## config.mk

```make
export PLATFORM = sky130hd
export DESIGN_NAME = if_bpu
export DESIGN_NICKNAME = d
export VERILOG_FILES = /design/src/rtl/if_bpu_pkg.sv /design/src/rtl/bpu_sat_cnt.sv /design/src/rtl/if_bpu.sv
export SDC_FILE = /design/constraint.sdc
export NUM_CORES = 1
export LEC_CHECK = 0
export BUFFER_PORTS_ARGS = -buffer_cell sky130_fd_sc_hd__buf_2
export CAP_MARGIN = 10
export CORE_MARGIN = 5
export CORE_UTILIZATION = 62
export DETAILED_ROUTE_END_ITERATION = 10
export MAX_ROUTING_LAYER = met4
export PLACE_DENSITY_LB_ADDON = 0.2
export RECOVER_POWER = 100
export SYNTH_ARGS = -nofsm -noshare
export SYNTH_HDL_FRONTEND = slang
export SYNTH_SLANG_ARGS = --single-unit
```

## constraint.sdc

```tcl
create_clock -name clk -period 8.35 [get_ports clk]
set_input_delay 0.4175 -clock clk [delete_from_list [all_inputs] [get_ports clk]]
set_output_delay 0.4175 -clock clk [all_outputs]
set_load 0.05 [all_outputs]
```

## src/rtl/if_bpu_pkg.sv

```systemverilog
// Shared definitions for the fetch-stage branch predictor: PC width and FSM encoding.
`ifndef PC_WIDTH
`define PC_WIDTH 32
`endif

package if_bpu_pkg;
  // INIT sweeps the counter table, RUN predicts and trains.
  typedef enum logic {
    ST_INIT = 1'b0,
    ST_RUN  = 1'b1
  } bpu_state_e;
endpackage

```

## src/rtl/bpu_sat_cnt.sv

```systemverilog
// Saturating up/down counter next-value logic (pure combinational).
module bpu_sat_cnt #(
  parameter int CNT_WIDTH = 2
) (
  input  logic [CNT_WIDTH-1:0] i_cnt,
  input  logic                 i_up,
  output logic [CNT_WIDTH-1:0] o_cnt
);
  localparam logic [CNT_WIDTH-1:0] CNT_MAX = '1;

  // Step toward the outcome, holding at either end of the range.
  always_comb begin
    o_cnt = i_cnt;
    if (i_up) begin
      if (i_cnt != CNT_MAX) o_cnt = i_cnt + CNT_WIDTH'(1);
    end else if (i_cnt != '0) begin
      o_cnt = i_cnt - CNT_WIDTH'(1);
    end
  end
endmodule

```

## src/rtl/if_bpu.sv

```systemverilog
// Fetch-stage branch predictor: bimodal counter table with static BTFN fallback,
// an INIT sweep after reset/flush, and resolved/mispredict statistics.
`ifndef PC_WIDTH
`define PC_WIDTH 32
`endif

module if_bpu
  import if_bpu_pkg::*;
#(
  parameter int BHT_DEPTH = 64,
  parameter int CNT_WIDTH = 2,
  parameter int DYN_EN    = 1
) (
  input  logic                 clk,
  input  logic                 rst_n,
  input  logic [`PC_WIDTH-1:0] lk_pc_i,
  input  logic                 lk_branch_i,
  input  logic                 lk_imm_neg_i,
  output logic                 prdt_taken_o,
  input  logic                 upd_valid_i,
  input  logic [`PC_WIDTH-1:0] upd_pc_i,
  input  logic                 upd_taken_i,
  input  logic                 upd_prdt_i,
  input  logic                 tbl_flush_i,
  output logic                 busy_o,
  output logic [31:0]          br_cnt_o,
  output logic [31:0]          mis_cnt_o
);
  localparam int                   IDX_W    = $clog2(BHT_DEPTH);
  localparam logic [CNT_WIDTH-1:0] INIT_VAL = CNT_WIDTH'((1 << (CNT_WIDTH - 1)) - 1);
  localparam logic [IDX_W-1:0]     LAST_IDX = IDX_W'(BHT_DEPTH - 1);

  logic [CNT_WIDTH-1:0] r_bht [BHT_DEPTH];
  bpu_state_e           r_state, w_state_nxt;
  logic [IDX_W-1:0]     r_init_idx, w_init_idx_nxt;
  logic [31:0]          r_br_cnt, r_mis_cnt;

  logic [IDX_W-1:0]     w_lk_idx, w_upd_idx, w_widx;
  logic [CNT_WIDTH-1:0] w_upd_cnt, w_upd_cnt_nxt, w_wdata;
  logic                 w_we, w_dyn_prdt;

  // Word-aligned PCs: drop the two byte-offset bits, keep IDX_W index bits.
  assign w_lk_idx  = lk_pc_i[IDX_W+1:2];
  assign w_upd_idx = upd_pc_i[IDX_W+1:2];
  assign w_upd_cnt = r_bht[w_upd_idx];

  wire w_unused_pc = ^{lk_pc_i[1:0], lk_pc_i[`PC_WIDTH-1:IDX_W+2],
                       upd_pc_i[1:0], upd_pc_i[`PC_WIDTH-1:IDX_W+2]};

  bpu_sat_cnt #(.CNT_WIDTH(CNT_WIDTH)) u_sat_cnt (
    .i_cnt (w_upd_cnt),
    .i_up  (upd_taken_i),
    .o_cnt (w_upd_cnt_nxt)
  );

  // Next-state and table-write selection: the sweep owns the write port in INIT,
  // a flush in RUN wins over a same-cycle training update.
  always_comb begin
    w_state_nxt    = r_state;
    w_init_idx_nxt = r_init_idx;
    w_we           = 1'b0;
    w_widx         = w_upd_idx;
    w_wdata        = w_upd_cnt_nxt;
    if (r_state == ST_INIT) begin
      w_we    = rst_n;
      w_widx  = r_init_idx;
      w_wdata = INIT_VAL;
      if (tbl_flush_i) begin
        w_init_idx_nxt = '0;
      end else if (r_init_idx == LAST_IDX) begin
        w_state_nxt    = ST_RUN;
        w_init_idx_nxt = '0;
      end else begin
        w_init_idx_nxt = r_init_idx + IDX_W'(1);
      end
    end else begin
      if (tbl_flush_i) begin
        w_state_nxt    = ST_INIT;
        w_init_idx_nxt = '0;
      end else begin
        w_we = rst_n & upd_valid_i;
      end
    end
  end

  // FSM state and sweep pointer.
  always_ff @(posedge clk) begin
    if (!rst_n) begin
      r_state    <= ST_INIT;
      r_init_idx <= '0;
    end else begin
      r_state    <= w_state_nxt;
      r_init_idx <= w_init_idx_nxt;
    end
  end

  // Counter table: no reset, contents are defined by the INIT sweep.
  always_ff @(posedge clk) begin
    if (w_we) r_bht[w_widx] <= w_wdata;
  end

  // Statistics: count every resolution, saturating, independent of table state.
  always_ff @(posedge clk) begin
    if (!rst_n) begin
      r_br_cnt  <= '0;
      r_mis_cnt <= '0;
    end else if (upd_valid_i) begin
      if (r_br_cnt != '1) r_br_cnt <= r_br_cnt + 32'd1;
      if ((upd_prdt_i != upd_taken_i) && (r_mis_cnt != '1)) r_mis_cnt <= r_mis_cnt + 32'd1;
    end
  end

  generate
    if (DYN_EN != 0) begin : g_dyn
      assign w_dyn_prdt = (r_state == ST_RUN) ? r_bht[w_lk_idx][CNT_WIDTH-1] : lk_imm_neg_i;
    end else begin : g_static
      wire w_unused_lk = ^w_lk_idx;
      assign w_dyn_prdt = lk_imm_neg_i;
    end
  endgenerate

  assign prdt_taken_o = lk_branch_i & w_dyn_prdt;
  assign busy_o       = (r_state == ST_INIT);
  assign br_cnt_o     = r_br_cnt;
  assign mis_cnt_o    = r_mis_cnt;
endmodule

```

==> results of run 1 <==
## synth_stat cells (14+ instances only)
library cell / instances
nor3_1: 15
nand3_1: 37
mux4_2: 30
mux2i_1: 32
inv_1: 14
a21oi_1: 30
xnor2_1: 43
xor2_1: 16
dfxtp_1: 71
nor2_1: 137
edfxtp_1: 128
clkbuf_1: 19
a211oi_1: 14
nand2_1: 55
and3_1: 17
## worst paths after layout
kind / from / endpoint / slack (ns) / cells after the start
min: rst_n / mis_cnt_o[1] / 0.38 / 3
max: upd_pc_i[3] / r_bht[42][0] / 2.64 / 8
max reg2reg: mis_cnt_o[7] / mis_cnt_o[0] / 3.97 / 6
min reg2reg: mis_cnt_o[1] / mis_cnt_o[1] / 0.50 / 2
## final cells by class
cell class	count	share of cell area, %
repair buffers	89	3.46
clock inverters	12	1.05
flip-flops and latches	199	50.1
clock buffers	20	4.16
multi-input cells	560	38.5
well taps	188	2.24
inverters	15	0.536
## worst min-delay path, stage by stage
cell and delay [ns]:
buf_2 0.19, nand2_1 0.09, o21ai_0 0.06
## metal layers
metal / vias up / part of all wire, % / wire, um / track usage (%)
met5: - / 0 / 0 / -
met4: 0 / 1.8 / 405 / 8.37
met3: 33 / 7.3 / 1600 / 3.84
met2: 339 / 49 / 10800 / 40.9
met1: 3380 / 42 / 9100 / 34.0
li1: 3172 / - / - / -
## sequential cells by signal, summed over array words and instances (netlist names)
signal,cells
br_cnt_o,32
r_state,1
r_init_idx,6
mis_cnt_o,32
r_bht,128
## logic make-up after synthesis
| kind of cell | count (synthesis) | share of synthesized area, % |
|---|---|---|
| adder cells (fa/ha/maj) | 3 | 0.391 |
| AO/OA/AOI/OAI | 96 | 6.81 |
| XOR/XNOR | 59 | 5.38 |
| AND/OR/NAND/NOR | 330 | 16.7 |
| multiplexers | 72 | 13.0 |
| flip-flops | 199 | 54.8 |
| buffers and inverters | 55 | 2.91 |
## cell usage in the layout (no fill, tap or decap), drive strengths merged, types with 3 or more instances in the layout
cell / Yosys / final
dfxtp: 71 / 71
nor3: 15 / 15
clkinv: 0 / 8
and3: 17 / 17
a31o: 3 / 3
nand4: 14 / 14
o211ai: 3 / 3
a211oi: 14 / 14
mux4: 39 / 39
nand3: 37 / 37
nor2b: 7 / 7
nand2: 55 / 55
and2: 11 / 11
xor2: 16 / 16
ha: 3 / 3
a22oi: 12 / 12
a21o: 5 / 5
nor4: 4 / 4
clkbuf: 19 / 89
o21ai: 7 / 7
nor3b: 5 / 5
nor4b: 5 / 5
and4: 13 / 13
a311oi: 3 / 3
nor2: 137 / 137
buf: 21 / 20
a21oi: 30 / 30
mux2i: 32 / 32
nand2b: 3 / 3
a31oi: 3 / 3
or3: 3 / 3
xnor2: 43 / 43
edfxtp: 128 / 128
inv: 15 / 15
## metrics by stage
step | worst slack [ns] | util [%] | std cells | instance area (um2)
floorplan | 4.27 | - | 814 | 9600
global placement | 4.34 | 66.3 | 1051 | 10100
detailed placement | 4.16 | 66.3 | 1051 | 10100
CTS | 4.59 | 69.9 | 1083 | 10600
global route | 2.30 | 69.1 | 1083 | 10500
finish | 2.64 | 69.1 | 1083 | 10500
## report_power, final
group          leakage [uW]  internal (uW)  switching (uW)  total (uW)
clock              0.000264            434             335         770
combinational       0.00148           36.7            63.2        99.8
sequential          0.00178           1040            3.52        1040
==> results.toml, run 1 <==
[die]
fp.dieH_um = 134
io_pins = 138
core_area_um2 = 15200
fp.dieW_um = 134
num_rows = 45
dieArea_um2 = 18100
initial_core_util_pct = 63.2

[synthesis]
synth_flop_cell = "edfxtp_1"
synth-seq-cells = 199
synthArstFlopShare_pct = 0
ys_seq_area_share_pct = 54.8
avgSynthCellArea_um2 = 11.8
synth_cell_types = 60
netlist_area_um2 = 9600
ys_warn_count = 0
syn-num-nets = 889
synth-edff-count = 128
synth_top_area_cell = "edfxtp_1"
ys_top_cells_by_area = "edfxtp_1 (40%), dfxtp_1 (15%), mux4_2 (7.0%)"
syn-instance-count = 814
synth_top_area_share_pct = 40.0

[worst_setup_path]
worst-path-buf-inv = 2
crit_top_cell = "clkbuf_1"
startpoint_type = "input port"
worstPathRequired_ns = 8.39
crit_arrival_ns = 5.75
cpPeakStageDelay_ns = 1.81
crit_family = "buffers and inverters"
critical_path_peak_fanout = 38
crit_chain = "clkbuf_1, mux4_1, mux2i_1, a2111oi_0, a41oi_1, nand3_1, a21oi_4, clkbuf_1"
cp_slowest_cell = "clkbuf_1"
worstSetupPathType = "input port to register"
end_kind = "register"

[run_status]
status = "finished, violations left"
violations = "capacitance limit, slew limit"

[timing]
setup_viol = 0
hold_violations = 0
skew_ns = 0.00705
timing.final.max_slew_violations = 58
relSlewSlack_pct = -89.9
worst_pin_slew_ns = 2.81
fin_setup_tns_ns = 0
finalCriticalPeriod_ns = 5.71
fmaxAchievable_ghz = 0.175
rsz0062_at_grt = "no"
period_share_pct = 68.4
hold_slack_ns = 0.381

[route]
drt_drc_violations_left = 0
wl_um = 21900
routed-via-count = 6924
viasPerCell = 6.39
drt_iter0_markers = 630
wl_per_cell_um = 20.2
antenna_left = 0
drt_pass1_iterations = 5

[clock_network]
htree_levels = 4
clkSinkCount = 199
clk_path_buf_depth = 2
insertion_delay_ns = 0.43
cts_tree = "built"
numCtsBuffers = 17
clk_pin_slew_ns = 0.07
cts_hold_buf = 0
post_cts_buffers = 0
cts.repair.resized = 0
cts_root_buf = "clkbuf_16"

[global_route]
antenna_found_initial = 0
grt_max_degree = 65
grt_pass1_vias = 6625
grt_usage_pct = 25.5
grt_pass1_wl_um = 34800
gr-total-overflow = 0

[power_and_ir_drop]
fin_total_pwr_uw = 1910
vdd_drop_max_v = 0.000146
powerDensity_nw_per_um2 = 182
p_leak_uw = 0.00353

[cells_and_area]
antenna_cells = 0
fillers = 1139
register_area_um2 = 5270
drive_gt1_share_pct = 9.50
multi_input_area_um2 = 4040
syn_to_final_growth_pct = 9.43
nets = 957

[place]
numPortBuffers = 85
gp_congestion = 0.923
place_hpwl_um = 14700

[run]
max_cap_viol_count = 2

[hold_path]
hold_path_class = "input port to register"
Note: power is estimated with default switching activity, not from simulation.
==> run 2, diff against run 1 <==
CORE_UTILIZATION = 58   (was 62)
clock period = 5.65 ns   (was 8.35 ns; I/O delays follow)
==> run 2 against run 1 <==
Against the previous run:
- the flow still finishes with violations (capacitance limit, slew limit)
- clock-buffer cell count decreased by 1
- clock power rose by 48%
- final cell count is 3.1% higher
- register-to-register slack lost 2.4 ns
- worst hold slack got worse by 0.16 ns
- sequential share of layout area is 0.28 points lower
- clock skew grew 0.0040 ns
- critical path type unchanged
- largest cell class unchanged
- highest routed layer unchanged
==> results.toml, run 2 (synthesis results as in run 1) <==
[clock_network]
cts.repair.resized = 0
clk_pin_slew_ns = 0.08
clk_path_buf_depth = 2
cts_root_buf = "clkbuf_16"
cts_tree = "built"
clkSinkCount = 199
insertion_delay_ns = 0.44
htree_levels = 4
cts_hold_buf = 0
post_cts_buffers = 0
numCtsBuffers = 17

[die]
io_pins = 138
dieArea_um2 = 19200
initial_core_util_pct = 58.5
num_rows = 47
core_area_um2 = 16400
fp.dieW_um = 139
fp.dieH_um = 139

[global_route]
grt_usage_pct = 25.0
grt_max_degree = 64
grt_pass1_wl_um = 37300
grt_pass1_vias = 7105
antenna_found_initial = 0
gr-total-overflow = 0

[cells_and_area]
syn_to_final_growth_pct = 10.0
drive_gt1_share_pct = 10.3
fin_cells = 1117
antenna_cells = 0
final_cell_mix = "nor2_1 (137), edfxtp_1 (128), dfxtp_1 (71)"
final_common_cell = "nor2_1"
largest_register_ffs = 128
fillers = 1254
post-route-util_pct = 64.4
nets = 959
final_area_um2 = 10600
top_register = "r_bht"

[hold_path]
holdPathStages = 3
hold_path_class = "input port to register"

[power_and_ir_drop]
p_leak_uw = 0.00336
intPower_uw = 2160
sw_frac_of_total_pct = 23.5
clkPwrFrac_pct = 40.3
powerDensity_nw_per_um2 = 268
seqPwrFrac_pct = 54.4
switchingPower_uw = 664
comb_power_share_pct = 5.3
vdd_drop_max_v = 0.000217

[timing]
finalCriticalPeriod_ns = 4.36
fmaxAchievable_ghz = 0.230
setup_viol = 0
relSlewSlack_pct = -19.8
timing.final.max_slew_violations = 26
rsz0062_at_grt = "no"
finalWorstSetupSlack_ns = 1.29
period_share_pct = 77.1
skew_ns = 0.0110
hold_violations = 0
worst_pin_slew_ns = 1.80
fin_setup_tns_ns = 0

[worst_setup_path]
cp_slowest_cell = "clkbuf_1"
worst-path-buf-inv = 2
rrSetupSlack_ns = 1.53
path_depth = 8
crit_chain = "buf_2, nor2_1, a311o_1, a2111oi_0, a41oi_1, a21oi_1, a22o_1, clkbuf_1"
startpoint_type = "input port"
worstPathRequired_ns = 5.71
end_kind = "register"
critical_path_peak_fanout = 33
crit_arrival_ns = 4.41
worstSetupPathType = "input port to register"
crit_family = "compound AO/OA/AOI/OAI gates"
cpPeakStageDelay_ns = 1.00
reg2reg_depth = 7

[place]
gp_congestion = 0.880
numPortBuffers = 85
placed_area_um2 = 10100
place_hpwl_um = 15900
post-place-cells = 1085
post-place-ws_ns = 1.66

[route]
drt_iter0_markers = 564
routed-via-count = 6947
drt_drc_violations_left = 0
antenna_left = 0
wl_um = 22800
viasPerCell = 6.22
wl_per_cell_um = 20.5
drt_pass1_iterations = 4

[run_status]
status = "finished, violations left"
violations = "capacitance limit, slew limit"

[run]
max_cap_viol_count = 1
[run 2: tightest hold or removal path: stages]
cell and delay, ns:
buf_2 0.19, nand2_1 0.09, mux2i_1 0.06
[run 2: cell type report]
cell class | instances | area [um2] | share of cell area, %
flip-flops and latches | 199 | 5270 | 49.8
multi-input cells | 560 | 4050 | 38.3
clock buffers | 19 | 433 | 4.10
repair buffers | 91 | 380 | 3.60
well taps | 220 | 275 | 2.60
clock inverters | 13 | 113 | 1.07
inverters | 15 | 56.3 | 0.533
[run 2: stage by stage]
step,hold WS [ns],power (uW)
3_5_place_dp,0.500,1720
2_1_floorplan,0.520,1680
4_1_cts,0.208,2840
3_3_place_gp,0.479,1720
6_report,0.223,2830
5_1_grt,0.231,2930
[run 2: power groups by stage]
stage	Clock (uW)	Sequential (uW)	Combinational [uW]
after floorplan	0	1580	104
after global placement	0	1570	147
after detailed placement	0	1570	151
after CTS	1150	1540	151
after global routing	1230	1540	162
final	1140	1540	150
[run 2: worst paths after layout]
check | from | end
worst max-delay path | upd_pc_i[2] | r_bht[50][1]
worst min-delay path | rst_n | mis_cnt_o[4]
worst max register to register | r_bht[8][0] | r_bht[50][1]
worst min register to register | mis_cnt_o[1] | mis_cnt_o[1]
[run 2: routing by layer]
| metal | up-vias | track usage (%) | part of all wire, % |
|---|---|---|---|
| li1 | 3175 | - | - |
| met3 | 53 | 4.83 | 6.6 |
| met1 | 3393 | 30.7 | 41 |
| met2 | 326 | 41.3 | 50 |
| met4 | 0 | 9.58 | 2.6 |
| met5 | - | - | 0 |
==> run 3, diff against run 2 <==
CORE_UTILIZATION = 52   (was 58)
clock period = 3.9 ns   (was 5.65 ns; I/O delays follow)
==> run 3 against run 2 <==
Against the previous run:
- the flow now finishes without violations
- wire length shrank 3.8%
- non-clock buffer count increased by 8
- clock-buffer cell count shrank 2
- clock skew about the same
- final area up 1.1%
- critical path type unchanged
- largest power group unchanged
==> results.toml, run 3 (synthesis results as in run 1) <==
[timing]
rsz0062_at_grt = "no"
period_share_pct = 81.7
relSlewSlack_pct = 5.64
finalCriticalPeriod_ns = 3.19
hold_violations = 0
fmaxAchievable_ghz = 0.314
worst_pin_slew_ns = 1.40
timing.final.max_slew_violations = 0
fin_setup_tns_ns = 0
finalWorstSetupSlack_ns = 0.713
setup_viol = 0
skew_ns = 0.0112

[cells_and_area]
final_common_cell = "nor2_1"
top_register = "r_bht"
final_cell_mix = "nor2_1 (137), edfxtp_1 (128), dfxtp_1 (71)"
fillers = 1542
syn_to_final_growth_pct = 11.2
drive_gt1_share_pct = 11.5
largest_register_ffs = 128
antenna_cells = 0
nets = 967

[clock_network]
clk_path_buf_depth = 2
cts.repair.resized = 0
insertion_delay_ns = 0.43
cts_tree = "built"
htree_levels = 4
cts_hold_buf = 0
clkSinkCount = 199
post_cts_buffers = 0
cts_root_buf = "clkbuf_16"
clk_pin_slew_ns = 0.07
numCtsBuffers = 17

[route]
routed-via-count = 6746
drt_iter0_markers = 419
drt_drc_violations_left = 0
drt_pass1_iterations = 5
antenna_left = 0
viasPerCell = 5.95
wl_um = 22000
wl_per_cell_um = 19.4

[place]
numPortBuffers = 85
gp_congestion = 0.833
post-place-ws_ns = 0.236
place_hpwl_um = 15100

[worst_setup_path]
startpoint_type = "input port"
worstSetupPathType = "input port to register"
cp_slowest_cell = "clkbuf_2"
crit_arrival_ns = 3.30
startpoint = "upd_pc_i[4]"
end_kind = "register"
worstPathRequired_ns = 4.01
cpPeakStageDelay_ns = 0.67
crit_top_cell = "clkbuf_2"
crit_chain = "clkbuf_2, nor2_1, a311o_1, a2111oi_0, a41oi_1, a21oi_1, a22o_1, clkbuf_2"
rrSetupSlack_ns = 0.92
r2r-start = "r_bht[7][0]"
critical_path_peak_fanout = 44

[global_route]
gr-total-overflow = 0
grt_pass1_wl_um = 35400
grt_usage_pct = 21.5
grt_pass1_vias = 6685
antenna_found_initial = 0
grt_max_degree = 64

[power_and_ir_drop]
p_leak_uw = 0.00341
comb_power_share_pct = 5.3
switchingPower_uw = 947
clkPwrFrac_pct = 41.0
intPower_uw = 3200
powerDensity_nw_per_um2 = 388
vdd_drop_max_v = 0.000324
sw_frac_of_total_pct = 22.9
seqPwrFrac_pct = 53.7

[die]
fp.dieH_um = 146
num_rows = 49
fp.dieW_um = 146
core_area_um2 = 18100
dieArea_um2 = 21300
initial_core_util_pct = 53.1
io_pins = 138

[hold_path]
hold_path_class = "input port to register"
hp-start = "rst_n"

[run]
max_cap_viol_count = 0

[run_status]
status = "finished, final reports clean"
==> run 3: cell count changes in the layout (fill, tap and decap cells not counted), moves of 2 or more <==
cell and delta:
buf_4 +5, clkbuf_1 -2, clkbuf_2 +2, clkinv_2 +2, inv_8 -2
==> run 3: metal layers <==
layer  global-route usage (%)  share of wire (%)  vias to the layer above
li1                         -                  -                     3198
met1                     28.5                 44                     3270
met2                     33.5                 47                      244
met3                     5.42                7.5                       34
met4                     5.70                1.7                        0
met5                        -                  0                        -
==> run 3: final timing paths <==
check / end / cells past startpoint
max: r_bht[33][1] / 8
min: mis_cnt_o[1] / 3
max reg2reg: r_bht[33][1] / 7
min reg2reg: mis_cnt_o[1] / 2
==> run 3: power by group through the flow <==
stage                     Clock, uW  Combinational (uW)  Sequential (uW)
after floorplan                   0                 151             2290
after global placement            0                 217             2270
after detailed placement          0                 220             2270
after CTS                      1730                 220             2230
after global routing           1820                 237             2230
final                          1700                 219             2230
==> run 3: cell type report <==
| cell class | count | area [um2] | share of cell area [%] |
|---|---|---|---|
| flip-flops and latches | 199 | 5270 | 49.3 |
| well taps | 229 | 287 | 2.68 |
| multi-input cells | 560 | 4050 | 37.9 |
| clock buffers | 17 | 425 | 3.98 |
| inverters | 15 | 56.3 | 0.527 |
| repair buffers | 99 | 455 | 4.26 |
| clock inverters | 15 | 144 | 1.35 |
==> run 3: through the flow <==
step	utilization [%]	total power [uW]	hold WS, ns	area [um2]	instances
final	59.1	4140	0.122	10700	1134
after global routing	59.1	4280	0.118	10700	1134
after CTS	59.6	4170	0.110	10800	1133
after global placement	56.4	2490	0.478	10200	1101
after detailed placement	56.4	2490	0.483	10200	1101
after floorplan	-	2440	0.489	9600	814
==> run 3: critical path: cells and delay by family <==
family                 cells  cell delay [ns]
AO/OA/AOI/OAI              5             1.53
AND/OR/NAND/NOR            1             0.22
buffers and inverters      2             1.33
